===== config.mk =====
export PLATFORM = sky130hd
export DESIGN_NAME = md_unit
export DESIGN_NICKNAME = d
export VERILOG_FILES = /design/src/rtl/md_unit.sv
export SDC_FILE = /design/constraint.sdc
export NUM_CORES = 1
export LEC_CHECK = 0
export BUFFER_PORTS_ARGS = -buffer_cell sky130_fd_sc_hd__buf_2
export CAP_MARGIN = 20
export CORE_ASPECT_RATIO = 0.9
export CORE_MARGIN = 4
export CORE_UTILIZATION = 24
export CTS_BUF_LIST = sky130_fd_sc_hd__clkbuf_2
export DETAILED_ROUTE_END_ITERATION = 10
export MAX_ROUTING_LAYER = met4
export PLACE_DENSITY = 0.49
export SYNTH_ARGS = -nofsm -noshare
export SYNTH_HDL_FRONTEND = slang
export SYNTH_SLANG_ARGS = --single-unit

===== constraint.sdc =====
create_clock -name clk -period 5.7 [get_ports clk]
set_input_delay 0.285 -clock clk [delete_from_list [all_inputs] [get_ports clk]]
set_output_delay 0.285 -clock clk [all_outputs]
set_load 0.005 [all_outputs]

===== src/rtl/md_unit.sv =====
// Iterative HI/LO multiply/divide unit: radix-2 shift-add multiply and restoring divide.
// Every MULT/MULTU/DIV/DIVU takes 33 cycles; MTHI/MTLO write HI/LO in a single edge.
`timescale 1ns/1ps
module md_unit #(
  parameter int DATA_W = 32
) (
  input  logic              clk,
  input  logic              rst_n,
  input  logic              start,
  input  logic [2:0]        op,
  input  logic [DATA_W-1:0] rs_data,
  input  logic [DATA_W-1:0] rt_data,
  input  logic              flush,
  output logic              busy,
  output logic              done,
  output logic              div_by_zero,
  output logic [DATA_W-1:0] hi,
  output logic [DATA_W-1:0] lo
);

  localparam int W2 = 2 * DATA_W;

  localparam logic [2:0] OP_MULT  = 3'd0;
  localparam logic [2:0] OP_MULTU = 3'd1;
  localparam logic [2:0] OP_DIV   = 3'd2;
  localparam logic [2:0] OP_DIVU  = 3'd3;
  localparam logic [2:0] OP_MTHI  = 3'd4;
  localparam logic [2:0] OP_MTLO  = 3'd5;

  typedef enum logic [1:0] {S_IDLE, S_CALC, S_FIX} state_e;

  function automatic logic [DATA_W-1:0] magnitude(input logic signed [DATA_W-1:0] v,
                                                  input logic is_signed);
    return (is_signed && v < 0) ? DATA_W'(-v) : DATA_W'(v);
  endfunction

  function automatic logic [W2-1:0] neg_wide(input logic [W2-1:0] v, input logic en);
    return en ? (~v + 1'b1) : v;
  endfunction

  function automatic logic [DATA_W-1:0] neg_word(input logic [DATA_W-1:0] v, input logic en);
    return en ? (~v + 1'b1) : v;
  endfunction

  state_e              state_q, state_d;
  logic [4:0]          cnt_q, cnt_d;
  logic [DATA_W-1:0]   hi_q, hi_d, lo_q, lo_d;
  logic                done_q, done_d, dbz_q, dbz_d;

  logic [W2-1:0]       acc_q, acc_d;
  logic [DATA_W-1:0]   opnd_q, opnd_d;
  logic [DATA_W-1:0]   rs_raw_q, rs_raw_d;
  logic                is_div_q, is_div_d;
  logic                qneg_q, qneg_d;
  logic                rneg_q, rneg_d;
  logic                dz_q, dz_d;

  logic signed [DATA_W-1:0] rs_s, rt_s;
  logic                     op_signed;
  logic [DATA_W-1:0]        rs_mag, rt_mag;
  logic [DATA_W:0]          mul_sum;
  logic [W2-1:0]            mul_next;
  logic [DATA_W:0]          div_diff;
  logic [W2-1:0]            div_next;

  assign rs_s      = rs_data;
  assign rt_s      = rt_data;
  assign op_signed = ~op[0];
  assign rs_mag    = magnitude(rs_s, op_signed);
  assign rt_mag    = magnitude(rt_s, op_signed);

  // Multiply step: conditionally add multiplicand to the upper half, then shift right.
  assign mul_sum  = {1'b0, acc_q[W2-1:DATA_W]} + (acc_q[0] ? {1'b0, opnd_q} : '0);
  assign mul_next = {mul_sum, acc_q[DATA_W-1:1]};

  // Restoring divide step: the shifted partial remainder needs DATA_W+1 bits.
  assign div_diff = acc_q[W2-1:DATA_W-1] - {1'b0, opnd_q};
  assign div_next = div_diff[DATA_W] ? {acc_q[W2-2:0], 1'b0}
                                     : {div_diff[DATA_W-1:0], acc_q[DATA_W-2:0], 1'b1};

  always_comb begin
    state_d  = state_q;
    cnt_d    = cnt_q;
    hi_d     = hi_q;
    lo_d     = lo_q;
    done_d   = 1'b0;
    dbz_d    = 1'b0;
    acc_d    = acc_q;
    opnd_d   = opnd_q;
    rs_raw_d = rs_raw_q;
    is_div_d = is_div_q;
    qneg_d   = qneg_q;
    rneg_d   = rneg_q;
    dz_d     = dz_q;
    case (state_q)
      S_IDLE: begin
        if (start && !flush) begin
          case (op)
            OP_MULT, OP_MULTU, OP_DIV, OP_DIVU: begin
              is_div_d = op[1];
              acc_d    = {{DATA_W{1'b0}}, (op[1] ? rs_mag : rt_mag)};
              opnd_d   = op[1] ? rt_mag : rs_mag;
              rs_raw_d = rs_data;
              qneg_d   = op_signed & (rs_data[DATA_W-1] ^ rt_data[DATA_W-1]);
              rneg_d   = op_signed & rs_data[DATA_W-1];
              dz_d     = (rt_data == '0);
              cnt_d    = 5'd0;
              state_d  = S_CALC;
            end
            OP_MTHI: hi_d = rs_data;
            OP_MTLO: lo_d = rs_data;
            default: ;
          endcase
        end
      end
      S_CALC: begin
        if (flush) begin
          state_d = S_IDLE;
        end else begin
          acc_d = is_div_q ? div_next : mul_next;
          cnt_d = cnt_q + 5'd1;
          if (cnt_q == 5'd31) state_d = S_FIX;
        end
      end
      S_FIX: begin
        state_d = S_IDLE;
        if (!flush) begin
          done_d = 1'b1;
          if (!is_div_q) begin
            {hi_d, lo_d} = neg_wide(acc_q, qneg_q);
          end else if (dz_q) begin
            hi_d  = rs_raw_q;
            lo_d  = '1;
            dbz_d = 1'b1;
          end else begin
            lo_d = neg_word(acc_q[DATA_W-1:0], qneg_q);
            hi_d = neg_word(acc_q[W2-1:DATA_W], rneg_q);
          end
        end
      end
      default: state_d = S_IDLE;
    endcase
  end

  always_ff @(posedge clk or negedge rst_n) begin
    if (!rst_n) begin
      state_q <= S_IDLE;
      cnt_q   <= 5'd0;
      hi_q    <= '0;
      lo_q    <= '0;
      done_q  <= 1'b0;
      dbz_q   <= 1'b0;
    end else begin
      state_q <= state_d;
      cnt_q   <= cnt_d;
      hi_q    <= hi_d;
      lo_q    <= lo_d;
      done_q  <= done_d;
      dbz_q   <= dbz_d;
    end
  end

  // Working datapath is only meaningful while busy, so it carries no reset.
  always_ff @(posedge clk) begin
    acc_q    <= acc_d;
    opnd_q   <= opnd_d;
    rs_raw_q <= rs_raw_d;
    is_div_q <= is_div_d;
    qneg_q   <= qneg_d;
    rneg_q   <= rneg_d;
    dz_q     <= dz_d;
  end

  assign busy        = (state_q != S_IDLE);
  assign done        = done_q;
  assign div_by_zero = dbz_q;
  assign hi          = hi_q;
  assign lo          = lo_q;

endmodule

After elaboration in Yosys (flattened, before gate mapping)
Index checks and enable logic that the tools add are counted.
{ "classes": {"addsub": 8, "multipliers": 0, "div": 0, "n_lt_le_gt_ge": 2, "eq_ne": 15, "shifts": 0, "muxes": 41, "n_bitwise": 7, "reduce_logical": 16} }
{ "op_table": {"columns": ["operator", "count"], "rows": [
  ["$mux 32", 17],
  ["$mux 64", 6],
  ["$pmux 32 s2", 2],
  ["$pmux 64 s2", 1],
  ["$add 32x1->32 const B", 2],
  ["$add 64x1->64 const B", 1],
  ["$lt 32x1->1 const B", 2],
  ["$neg 32->32", 2],
  ["$not 32->32", 2],
  ["$not 64->64", 1],
  ["$add 32x32->33", 1],
  ["$sub 33x32->33", 1],
  ["$logic_not 32->1", 1],
  ["$mux 5", 3],
  ["$reduce_and 4->1", 3],
  ["$pmux 5 s2", 1],
  ["$mux 2", 4],
  ["$eq 3x2->1 const B", 2],
  ["$eq 3x3->1 const B", 2],
  ["$mux 1", 6],
  ["$ne 2x1->1 const B", 3],
  ["$ne 2x2->1 const B", 3],
  ["$reduce_and 3->1", 2],
  ["$reduce_bool 2->1", 3],
  ["other kinds (15)", 18]
]} }
{ "word_totals": {"reg_bits": 205, "latch_bits": 0, "mem_bits_rw": 0, "romBits": 0, "input_bits": 71, "out_inout_bits": 67, "mem_count": 0} }

Depth between registers and ports, before layout
Gate-level depths: netlist of run 1.
{ "depth": {"word_depth": 7, "mapped_depth": 14} }

Least setup slack after synthesis of run 1
OpenSTA, ideal clock, no wires.
{ "synth_timing": {"kind": "register -> register", "from": "register state_q[0]", "to": "register acc_q[0] (enable)", "setup_time_ns": 0.418, "t_arrival_ns": 4.452, "required_time_ns": 5.282, "slack_ns": 0.830, "stages_incl_launch_ff": 6, "path_cell_list": "dfrtp_1 > nor2_1 > and3_1 > clkbuf_1 > nor2_1 > inv_1"} }
{ "synth_between": {"elab_chain_cells": 3, "elab_cells_between_ends": 7} }
{ "synth_lines": {"columns": ["item", "line_no", "rtl"], "rows": [
  ["from (decl)", "45", "state_e state_q, state_d;"],
  ["from (signal assigned)", "154", "state_q <= state_d;"],
  ["$eq 2x1->1 / $logic_not 2->1 (equally long branches)", "95", "case (state_q)"],
  ["$ne 2x2->1 (no line) (tied with other cells)", null, null],
  ["$reduce_and 4->1 (no line) *", null, null],
  ["to (signal assigned)", "165", "acc_q <= acc_d;"],
  ["to (decl)", "50", "logic [W2-1:0] acc_q, acc_d;"]
]} }
Every way passes the cells marked *; elsewhere a longest branch is shown, timed or not.
A chain may end at the register's enable or synchronous reset.

Worst setup path in the final report of run 1
{ "layout_timing": {"from": "register acc_q[32]", "to": "register acc_q[45] (data pin)"} }
{ "layout_between": {"elab_chain_cells": 5, "elab_cells_between_ends": 6} }
{ "layout_lines": {"columns": ["item", "line_no", "rtl"], "rows": [
  ["$sub 33x32->33", "77", "assign div_diff = acc_q[W2-1:DATA_W-1] - {1'b0, opnd_q};"],
  ["$mux 64", "78", "assign div_next = div_diff[DATA_W] ? {acc_q[W2-2:0], 1'b0}"],
  ["$mux 64 *", "120", "acc_d = is_div_q ? div_next : mul_next;"],
  ["$mux 64 *", "117", "if (flush) begin"],
  ["$pmux 64 s2 *", "95", null]
]} }
Every way passes the cells marked *; elsewhere a longest branch is shown, timed or not. The select of a mux whose other input is x is not followed.

==> metrics.cfg, run 1 <==
[final_layout]
layout_commonest_cell = a21oi_1
syn_to_final_growth_pct = 18.2
fin_area_um2 = 19400
drive_gt1_frac = 0.128
final_cell_mix = a21oi_1, o21ai_0, nand2_1, nor2_1, buf_2
fin_nets = 2256
fillers = 7233

[synth]
synth_top_family_by_area = compound AO/OA/AOI/OAI gates
yosysWarningCount = 0
postSynthAreaPerCell_um2 = 8.59
yosys_most_used_dff = edfxtp_1
ys_async_sr_fraction = 0.356
synth_edf_count = 132
synth-compound-area-share = 0.233
netlist_area_um2 = 16400
synthMuxAreaShare = 0.0636
syn_inst = 1914
synth-simple-area-share = 0.163
synth_xor_area_frac = 0.0932
ys_seq_area_frac = 0.352
synth-seq-cells = 205
synth_nets = 2057
ys_types = 79
synthAdderAreaFrac = 0.0557

[floorplanning]
io_pins = 138
die_w_um = 284
start_util = 0.244
core_um2 = 67500
die-height_um = 256
dieArea_um2 = 72800
core.rowCount = 90

[drt]
dr_total_vias = 16100
drc = 0
met1_length_um = 31000
wl_met3_um = 4570
drt-total-wl_um = 66700
dr.pass1.iters = 8
via_per_inst = 5.30
met2_length_um = 29500
drt-initial-drc-count = 1633
top_layer_used = met4
wl_per_cell_um = 22.0
ant_nets = 0

[setup_path]
cp_data_arrival_time_ps = 5030
critPathKind = reg -> reg
reg2reg_slack_ps = 1330
crit_fanout = 29
r2r_end = acc_q[45]
endpoint_kind = register
worstReg2RegStart = acc_q[32]
r2r_cells = 12
start_kind = register
crit_required_ps = 6350

[pwr]
total_power_w = 0.00435
cellPowerDensity_nw_per_um2 = 224
p_leak_nw = 7.80
max-vdd-ir-drop_mv = 0.130

[timing]
max_freq_ghz = 0.229
setup_viol = 0
rsz0062_at_grt = false
hold_viol = 0
final.period_utilization = 0.767
maxSlewHeadroom = 0.325
finalMaxSlewViolations = 0
finClkSkew_ps = 111
tns_ps = 0
whs_ps = 134
tightest_slew_ps = 1010
period_needed_ps = 4370

[min_path]
worstHoldStart = rt_data[1]
min_path_type = in -> reg
hold_path_depth = 7
holdPathEnd = acc_q[1]

[clock_tree]
clk_latency_ps = 1000
path_clk_slew_ps = 100
cts_buffers = 56
tritoncts = yes
h-tree-depth = 2
cts_resized = 0
cts_sinks = 205
clockRootBuffer = clkbuf_2
clk_path_buf_depth = 3

[placed_design]
routabilityCongestion = 0.902
port_buffers = 137
placed_area_um2 = 18000
post-dp-hpwl_um = 50500

[global_routing]
grt_pass1_vias = 15500
grt_pass1_wl_um = 99200
grt_max_degree = 116
antenna_found_initial = 2
grt_usage = 0.180
grt-ovfl-total = 0

[status]
status = completed

[job]
drv_cap = 0

-- per-layer routing --
| metal | GRT usage | vias to the layer above |
|---|---|---|
| li1 | - | 7514 |
| met3 | 0.0315 | 84 |
| met5 | - | - |
| met4 | 0.0424 | 0 |
| met2 | 0.273 | 586 |
| met1 | 0.251 | 7883 |
-- timing repair --
item                      CTS  global route
hold buffers               85             0
setup buffers               0             0
hold endpoints to repair  237             0
-- layout make-up --
cell class / count / area (um^2) / area share
multi-input combinational: 1543 / 10000 / 0.516
clock inverter: 21 / 121 / 0.00625
antenna: 1 / 2.50 / 0.000129
sequential: 205 / 5790 / 0.298
tap: 874 / 1090 / 0.0563
timing repair buffer: 248 / 1760 / 0.0908
clock buffer: 80 / 400 / 0.0206
inverter: 59 / 221 / 0.0114
-- state kept, by name (all words and copies together), names as in the netlist --
name and flops:
opnd_q 32, hi 32, done 1, acc_q 64, dz_q 1, state_q 2
cnt_q 5, lo 32, rneg_q 1, qneg_q 1, is_div_q 1, div_by_zero 1
rs_raw_q 32
-- worst max-delay path: stages, from the launching register on --
cell	delay (ps)
edfxtp_1	480
inv_1	130
fa_1	460
nand2b_1	210
a21o_1	200
a21oi_1	240
o21ai_1	270
a211oi_1	600
nor4_1	200
nor4_4	570
buf_12	290
mux2i_1	250
o22ai_1	100
-- kinds of logic (layout without fill, tap and decap cells) --
family                   count (synthesis)  after routing
AO/OA/AOI/OAI                          629            629
XOR/XNOR                               175            175
flip-flops                             205            205
buffers and inverters                  166            408
other                                    0              1
AND/OR/NAND/NOR                        563            563
multiplexers                           104            104
adder cells (fa/ha/maj)                 72             72
-- how the worst max path moves through the flow --
stage / from / end / slack (ps) / depth (start not counted)
after floorplan: state_q[0] / acc_q[0] / 830 / 5
after CTS: acc_q[32] / acc_q[45] / 1310 / 12
after detailed placement: acc_q[31] / acc_q[32] / 1310 / 13
after global placement: acc_q[31] / acc_q[32] / 1380 / 13
final: acc_q[32] / acc_q[45] / 1330 / 12
after global routing: acc_q[0] / acc_q[63] / 960 / 12
-- power breakdown --
part           total [W]  switching [W]  leakage [nW]  internal, W
sequential       0.00192       0.000149          2.14      0.00177
combinational    0.00127       0.000741          5.27     0.000529
clock            0.00116       0.000726         0.392     0.000435
-- metrics by stage --
step / util / cells / setup WS [ps]
6_report: 0.288 / 3031 / 1330
2_1_floorplan: - / 1914 / 830
5_1_grt: 0.288 / 3030 / 959
3_5_place_dp: 0.267 / 2843 / 1310
4_1_cts: 0.288 / 3029 / 1310
3_3_place_gp: 0.267 / 2843 / 1380
-- synth_stat cells, types with 14 or more instances --
library cell | count | area share
nor2_1 | 171 | 0.039
and3_1 | 15 | 0.0057
clkbuf_1 | 90 | 0.021
a21oi_1 | 185 | 0.056
nand2b_1 | 24 | 0.0091
inv_1 | 57 | 0.013
dfrtp_1 | 73 | 0.11
xor2_1 | 70 | 0.037
o21a_1 | 14 | 0.0064
o41ai_1 | 16 | 0.0085
or3_1 | 19 | 0.0072
o211ai_1 | 31 | 0.014
nand4_1 | 17 | 0.0065
a211oi_1 | 23 | 0.011
a21o_1 | 37 | 0.017
edfxtp_1 | 132 | 0.24
xnor2_1 | 105 | 0.056
o31ai_1 | 26 | 0.012
nor2b_1 | 15 | 0.0057
nand3_1 | 28 | 0.0085
o21ai_0 | 181 | 0.055
mux2i_1 | 100 | 0.061
o22ai_1 | 38 | 0.014
nor3_1 | 34 | 0.010
nand2_1 | 177 | 0.040
ha_1 | 70 | 0.053
Note: power is estimated with default switching activity, not from simulation.
==> run 2, diff against run 1 <==
clock period = 4.37 ns   (was 5.7 ns; I/O delays follow)
==> metrics.cfg, run 2 (same netlist as run 1, synthesis figures left out) <==
[setup_path]
crit_fanout = 14
start_kind = register
endpoint_kind = register
crit_required_ps = 4990
critPathKind = reg -> reg
crit_end = acc_q[47]
r2r_cells = 13
cp_data_arrival_time_ps = 4660
crit_start = acc_q[31]
worstReg2RegStart = acc_q[31]
r2r_end = acc_q[47]
reg2reg_slack_ps = 330

[timing]
finClkSkew_ps = 92.6
final.period_utilization = 0.924
period_needed_ps = 4040
tightest_slew_ps = 1120
whs_ps = 180
maxSlewHeadroom = 0.251
max_freq_ghz = 0.248
timing.final.ws_setup_ps = 332
hold_viol = 0
finalMaxSlewViolations = 0
rsz0062_at_grt = false
setup_viol = 0
tns_ps = 0

[drt]
drt-initial-drc-count = 1567
drc = 0
wl_per_cell_um = 22.1
dr_total_vias = 16200
ant_nets = 0
drt-total-wl_um = 67500
via_per_inst = 5.31
dr.pass1.iters = 5

[floorplanning]
core_um2 = 67500
core.rowCount = 90
io_pins = 138
die_w_um = 284
die-height_um = 256
dieArea_um2 = 72800
start_util = 0.244

[pwr]
cellPowerDensity_nw_per_um2 = 292
p_leak_nw = 7.91
max-vdd-ir-drop_mv = 0.136
total_power_w = 0.00571

[placed_design]
routabilityCongestion = 0.915
placed_area_um2 = 18200
post-dp-hpwl_um = 50600
port_buffers = 137
place_ws_ps = 288

[clock_tree]
path_clk_slew_ps = 110
clk_path_buf_depth = 3
tritoncts = yes
clk_latency_ps = 960
cts_buffers = 55
h-tree-depth = 2
clockRootBuffer = clkbuf_2
cts_setup_buffers = 0
cts_sinks = 205

[job]
drv_cap = 0

[final_layout]
regMostFlops = acc_q
syn_to_final_growth_pct = 19.0
final_cell_mix = a21oi_1, o21ai_0, nand2_1, nor2_1, buf_2
largest_reg_flops = 64
drive_gt1_frac = 0.139
layout_commonest_cell = a21oi_1
fin_nets = 2272
fin_area_um2 = 19600

[min_path]
min_path_type = in -> reg
worstHoldStart = rs_data[17]

[global_routing]
grt_pass1_wl_um = 101000
use_met1 = 0.253
busiest_layer = met2
grt_max_degree = 72
grt-ovfl-total = 0
grt_pass1_vias = 15600
antenna_found_initial = 3
gr-usage-met2 = 0.287
grt_usage = 0.184
global_route.usage.met3 = 0.0305

[status]
status = completed

## run 2: what timing repair did
action                                 4_1_cts  5_1_grt
endpoints found under the hold margin      240        0
setup endpoints to repair                    0        1
resized for setup                            0        1
hold buffers                                85        0
## run 2: worst min-delay path by stage
stage / to / slack (ps) / cells past startpoint
after floorplan: cnt_q[0] / -80 / 0
after global placement: hi[21] / 50 / 1
after detailed placement: hi[21] / 50 / 1
after CTS: rs_raw_q[17] / 40 / 2
after global routing: rs_raw_q[17] / 70 / 2
final: rs_raw_q[17] / 180 / 2
## run 2: routing by layer
| layer | vias up | wire length (um) |
|---|---|---|
| li1 | 7534 | - |
| met1 | 7957 | 30400 |
| met2 | 607 | 30900 |
| met3 | 95 | 5000 |
| met4 | 0 | 1280 |
| met5 | - | 0 |
## run 2: stage by stage
| step | utilization | instances |
|---|---|---|
| 6_report | 0.290 | 3050 |
| 2_1_floorplan | - | 1914 |
| 5_1_grt | 0.290 | 3050 |
| 4_1_cts | 0.290 | 3049 |
| 3_3_place_gp | 0.269 | 2861 |
| 3_5_place_dp | 0.269 | 2861 |
## run 2: power by group
| group | switching, W | internal [W] | total, W |
|---|---|---|---|
| Clock | 0.000908 | 0.000611 | 0.00152 |
| Sequential | 0.000187 | 0.00232 | 0.00250 |
| Combinational | 0.000985 | 0.000701 | 0.00169 |
## run 2: worst max-delay path, cell delays in order (launching register included)
cell and delay (ps):
edfxtp_1 440, inv_1 80, ha_1 230, fa_1 420, nand2b_1 230, a21o_1 210
a21oi_1 190, o21ai_1 190, a211oi_1 530, nor4_1 200, nor4_4 390, buf_4 330
mux2i_1 230, a21oi_1 80
## run 2: final cells by class
class | instances | area, um^2
diodes | 1 | 2.50
clock buffers | 92 | 460
clock inverters | 11 | 72.6
fillers | 7195 | 47900
inverters | 59 | 221
multi-input cells | 1543 | 10000
flip-flops and latches | 205 | 5790
well taps | 874 | 1090
repair buffers | 265 | 1890
